File: src/rtl/mem_test_seq.sv
// rtl/mem_test_seq.sv - autonomous write/read-back memory exerciser
//
// Purpose: drives a go/done memory controller. It writes a generated pattern
// over a contiguous address window, then reads the window back and compares
// each word. It reports pass/fail, the error count, the first failing address
// and any controller timeout.
//
// Ports:
//   clk, rst        rising-edge clock, asynchronous active-high reset
//   start           one-cycle test request (ignored unless idle)
//   base_addr       window start address (latched on start)
//   seed, invert    pattern control (latched on start)
//   mem_addr, mem_wdata, mem_we, mem_go    request to the controller
//   mem_rdata, mem_done                    completion from the controller
//   busy            test in progress
//   pass, fail      result of the last test (held until next start)
//   timeout         controller failed to complete an access in time
//   err_count       saturating mismatch count
//   first_err_addr  address of the first mismatch of the test
//   last_rdata      most recently read word
module mem_test_seq #(
  parameter int ADDR_W    = 32,
  parameter int DATA_W    = 8,
  parameter int NUM_WORDS = 16,
  parameter int CNT_W     = 8,
  parameter int TIMEOUT   = 1024
) (
  input  logic              clk,
  input  logic              rst,
  input  logic              start,
  input  logic [ADDR_W-1:0] base_addr,
  input  logic [DATA_W-1:0] seed,
  input  logic              invert,
  output logic [ADDR_W-1:0] mem_addr,
  output logic [DATA_W-1:0] mem_wdata,
  input  logic [DATA_W-1:0] mem_rdata,
  output logic              mem_we,
  output logic              mem_go,
  input  logic              mem_done,
  output logic              busy,
  output logic              pass,
  output logic              fail,
  output logic              timeout,
  output logic [CNT_W-1:0]  err_count,
  output logic [ADDR_W-1:0] first_err_addr,
  output logic [DATA_W-1:0] last_rdata
);

  localparam int IDX_W = (NUM_WORDS > 1) ? $clog2(NUM_WORDS) : 1;
  localparam int TO_W  = $clog2(TIMEOUT + 1);
  localparam logic [IDX_W-1:0] LAST_IDX = IDX_W'(NUM_WORDS - 1);
  localparam logic [TO_W-1:0]  TO_LAST  = TO_W'(TIMEOUT - 1);

  typedef enum logic [2:0] {
    IDLE, W_ISSUE, W_GUARD, W_WAIT, R_ISSUE, R_GUARD, R_WAIT, FINISH
  } state_t;

  state_t state, state_nx;

  logic [ADDR_W-1:0] base_q;
  logic [DATA_W-1:0] seed_q;
  logic              inv_q;
  logic [IDX_W-1:0]  idx;
  logic [TO_W-1:0]   to_cnt;
  logic [DATA_W-1:0] sum;
  logic [DATA_W-1:0] pattern;
  logic              to_hit;
  logic              mismatch;
  logic              last_word;

  // Address and data come straight from the latched window state and idx, so
  // they stay stable for the whole issue/guard/wait sequence of an access.
  always_comb begin
    sum       = seed_q + DATA_W'(idx);
    pattern   = inv_q ? ~sum : sum;
    mem_addr  = base_q + ADDR_W'(idx);
    mem_wdata = pattern;
    mismatch  = (mem_rdata != pattern);
    last_word = (idx == LAST_IDX);
    // to_cnt counts completed wait cycles; hitting TIMEOUT-1 while still
    // waiting means this is the TIMEOUT-th cycle without completion.
    to_hit    = (to_cnt == TO_LAST);
  end

  always_ff @(posedge clk or posedge rst) begin
    if (rst) state <= IDLE;
    else     state <= state_nx;
  end

  // mem_go is decoded from the state register and gated by mem_done, so it
  // can never assert while the controller is busy and it drops the moment
  // reset forces the state back to IDLE.
  always_comb begin
    state_nx = state;
    mem_go   = 1'b0;
    mem_we   = 1'b0;
    busy     = 1'b1;
    case (state)
      IDLE: begin
        busy = 1'b0;
        if (start) state_nx = W_ISSUE;
      end
      W_ISSUE: begin
        mem_we = 1'b1;
        if (mem_done) begin
          mem_go   = 1'b1;
          state_nx = W_GUARD;
        end
      end
      W_GUARD: begin
        mem_we   = 1'b1;
        state_nx = W_WAIT;
      end
      W_WAIT: begin
        mem_we = 1'b1;
        if (mem_done)    state_nx = last_word ? R_ISSUE : W_ISSUE;
        else if (to_hit) state_nx = IDLE;
      end
      R_ISSUE: begin
        if (mem_done) begin
          mem_go   = 1'b1;
          state_nx = R_GUARD;
        end
      end
      R_GUARD: state_nx = R_WAIT;
      R_WAIT: begin
        if (mem_done)    state_nx = last_word ? FINISH : R_ISSUE;
        else if (to_hit) state_nx = IDLE;
      end
      FINISH: begin
        busy     = 1'b0;
        state_nx = IDLE;
      end
      default: state_nx = IDLE;
    endcase
  end

  always_ff @(posedge clk or posedge rst) begin
    if (rst) begin
      base_q         <= '0;
      seed_q         <= '0;
      inv_q          <= 1'b0;
      idx            <= '0;
      to_cnt         <= '0;
      err_count      <= '0;
      first_err_addr <= '0;
      last_rdata     <= '0;
      pass           <= 1'b0;
      fail           <= 1'b0;
      timeout        <= 1'b0;
    end else begin
      case (state)
        IDLE: begin
          if (start) begin
            base_q         <= base_addr;
            seed_q         <= seed;
            inv_q          <= invert;
            idx            <= '0;
            err_count      <= '0;
            first_err_addr <= '0;
            timeout        <= 1'b0;
            pass           <= 1'b0;
            fail           <= 1'b0;
          end
        end
        W_GUARD, R_GUARD: to_cnt <= '0;
        W_WAIT, R_WAIT: begin
          if (mem_done) begin
            if (state == R_WAIT) begin
              last_rdata <= mem_rdata;
              if (mismatch) begin
                if (err_count != {CNT_W{1'b1}}) err_count <= err_count + 1'b1;
                // err_count is cleared at start, so zero marks the first miss.
                if (err_count == '0) first_err_addr <= mem_addr;
              end
            end
            idx <= last_word ? '0 : idx + 1'b1;
          end else if (to_hit) begin
            timeout <= 1'b1;
            fail    <= 1'b1;
            pass    <= 1'b0;
          end else begin
            to_cnt <= to_cnt + 1'b1;
          end
        end
        FINISH: begin
          pass <= (err_count == '0);
          fail <= (err_count != '0);
        end
        default: ;
      endcase
    end
  end

endmodule

File: config.mk
export PLATFORM = sky130hd
export DESIGN_NAME = mem_test_seq
export DESIGN_NICKNAME = d
export VERILOG_FILES = /design/src/rtl/mem_test_seq.sv
export SDC_FILE = /design/constraint.sdc
export NUM_CORES = 1
export LEC_CHECK = 0
export CORE_MARGIN = 4
export CORE_UTILIZATION = 53
export CTS_CLUSTER_DIAMETER = 50
export DETAILED_ROUTE_END_ITERATION = 6
export GPL_ROUTABILITY_DRIVEN = 0
export PLACE_DENSITY = 0.85
export SYNTH_ARGS = -nofsm -noshare
export SYNTH_HDL_FRONTEND = slang
export SYNTH_SLANG_ARGS = --single-unit
File: constraint.sdc
create_clock -name clk -period 9.2 [get_ports clk]
set_input_delay 2.3 -clock clk [delete_from_list [all_inputs] [get_ports clk]]
set_output_delay 2.3 -clock clk [all_outputs]
set_load 0.1 [all_outputs]
==> impl_results.md <==
- Status: complete, no violations
- Top fanout value on the critical path: 25
- Diode count: 0
- Reg clk slew, reported paths: 0.11 ns
- Syn Nets: 677
- CTS tree: built
- Antenna violations before repair: 0
- Cells after synthesis: 610
- Area contributors post-synth: dfrtp_1 (47%), nand2_1 (11%), xnor2_1 (6.3%)
- Cell Chain, Critical Path: clkdlybuf4s50_1 -> and3_1 -> clkdlybuf4s50_1
- Via density: ~5.7
- Max incr delay on CP: 1.14 ns
- Post-synth EDFFs: 0
- Grt ovf: 0
- Sequential area share after synthesis: 47.5%
- Worst Tran Pin Value: 1.08 ns
- First-pass GRT wire length: 24.3 mm
- Via count: a little under 5000
- WP data arrival: 4.74 ns
- Die height: 113 µm
- Fin Clk Skew: about 0.016 ns
- RSZ-0062 raised after global routing: no
- Mapped Area: 5800 µm²
- Most used cell, CP: clkdlybuf4s50_1
- Fin worst setup slack: 2.16 ns
- Layout cell share with drive strength beyond 1: 9.69%
- Routed len/inst: 16.7 µm
- Yosys top cell area share: 47.5%
- Peak Freq: 142 MHz
- 1st-iter DRT viols: around 310
- Worst Setup End Kind: output port
- Pin count of the biggest net entering global routing: 63
- Final routed DRC violation total: 0
- Seq cells post-synth: 110
- Fin. Hold Viols: 0
- Crit Path Category: input port to output port
- Post-route clock period utilization: 76.5%
- Initial Util: 55.2%
- Syn avg cell area: between 9 and 10 µm²
- Pins Over Slew Limit: 0
- CTS root buf: clkbuf_8
- Cell taking the most area after synthesis: dfrtp_1
- Nets: 806
- Netlist cell types: 60
- Drt first pass iters: 6
- Resized Gates After CTS: 0
- # IOs: 147
- Top delay family on crit path: buffers and inverters
- Buffers on Ports: 146
- Final setup fails: 0
- DRT Wirelength: 14.7 mm
- Dpl ws: between 2 and 2.5 ns
- Clock Latency Late Sink: approximately 0.37 ns
- TritonCTS Buffers: 9
- Die width: 113 µm
- Crit path max-delay cell type: clkdlybuf4s50_1
- Final min period: 7.04 ns
- Detailed-placement wirelength estimate: 10.7 mm
- Hold/Removal Path Class: register to register
- Routed Antenna Nets: 0
- Warnings, synthesis: 0
- Required time of the critical path: 6.90 ns
- Post-CTS setup buffer count: 0
- Number of global-route vias before repair: 5016
- Most used DFF post-synth: dfrtp_1
- Rel. slew slack: 28.0%
- Clock sinks: 110
- P&R area growth vs syn: 29.6%
- Worst Path Buf+Inv: 2
- Die ar.: 12700 µm²
- Fin util: 71.5%
- Post-cts hold buffer count: 0
- Clock Tree Buf Depth: 2
- Standard-cell row count: 37
- Setup TNS: 0 ns
- Max-cap violations: 0
- CORE AREA: 10500 µm²
- CP startpoint kind: input port
- H-tree depth: 3
- Asr flop ratio synth: 100%
- Gr usage total: 23.3%
==> flip-flops by register name, indices dropped and copies added (netlist names) <==
register,count
err_count,8
pass,1
to_cnt,11
idx,4
timeout,1
inv_q,1
fail,1
state,3
last_rdata,8
base_q,32
first_err_addr,32
seed_q,8
==> layout by cell type (no fill, tap or decap), types with 9 or more instances in the layout <==
cell,instances
inv_1,10
a22o_2,30
nand2_1,164
nand4_1,15
nand3_1,28
xor2_1,19
clkbuf_8,9
a21oi_1,14
clkdlybuf4s50_1,146
ha_1,12
xnor2_1,42
nor2_1,30
dfrtp_1,110
o21ai_0,17
==> area by class of cell <==
class | instances | area [µm²]
fillers | 789 | 3000
multi-input cells | 459 | 2870
flip-flops and latches | 110 | 2750
repair buffers | 148 | 1480
well taps | 136 | 170
clock buffers | 9 | 124
clock inverters | 6 | 77.6
inverters | 11 | 43.8
==> cell families after synthesis <==
logic type | synth area share, %
buffers and inverters | 3.26
muxes | 1.90
adders and majority gates | 3.28
xor gates and xnor gates | 10.2
AOI/OAI and AO/OA | 12.1
DFF | 47.5
and+or+nand+nor | 21.7
==> routing by layer <==
metal  global-route usage (%)  wire length (µm)  vias up
met4                     6.65               272        0
met1                     29.6              6270     2392
met3                     4.37               906       29
met2                     40.4              7230      202
li1                         -                 -     2348
met5                        0                 0        -
==> synth_stat cells, types with 4 or more instances <==
master / count
a21oi_1: 14
a22o_2: 30
and3_1: 9
buf_2: 4
buf_6: 4
clkbuf_1: 20
dfrtp_1: 110
ha_1: 12
inv_1: 11
mux2_2: 8
nand2_1: 164
nand3_1: 29
nand4_1: 15
nor2_1: 30
nor3_1: 9
o21ai_0: 17
or3_1: 4
xnor2_1: 42
xor2_1: 19
==> worst min-delay path: stages (launching register included) <==
cell,delay [ns]
dfrtp_1,0.36
nand2_1,0.05
nand2_1,0.06
==> through the flow <==
stage | hold slack (ns) | std cells | cell area, µm²
6_report | 0.499 | 879 | 7510
5_1_grt | 0.531 | 879 | 7510
4_1_cts | 0.502 | 879 | 7510
3_5_place_dp | 0.475 | 864 | 7310
3_3_place_gp | 0.466 | 864 | 7310
2_1_floorplan | 0.452 | 610 | 5800
==> path summary, 6_finish.rpt <==
path | from | end | slack, ns | cells after the start
hold reg to reg | base_q[0] | base_q[0] | 0.50 | 2
hold / removal | base_q[0] | base_q[0] | 0.50 | 2
min in group asynchronous | rst | last_rdata[0] | 2.34 | 2
setup / recovery | mem_done | mem_go | 2.16 | 3
setup reg to reg | idx[0] | first_err_addr[0] | 5.65 | 9
max in group asynchronous | rst | fail | 5.64 | 3
Power is not shown: default switching activity piles up to over one toggle a cycle in this logic, so the estimate is an artifact.
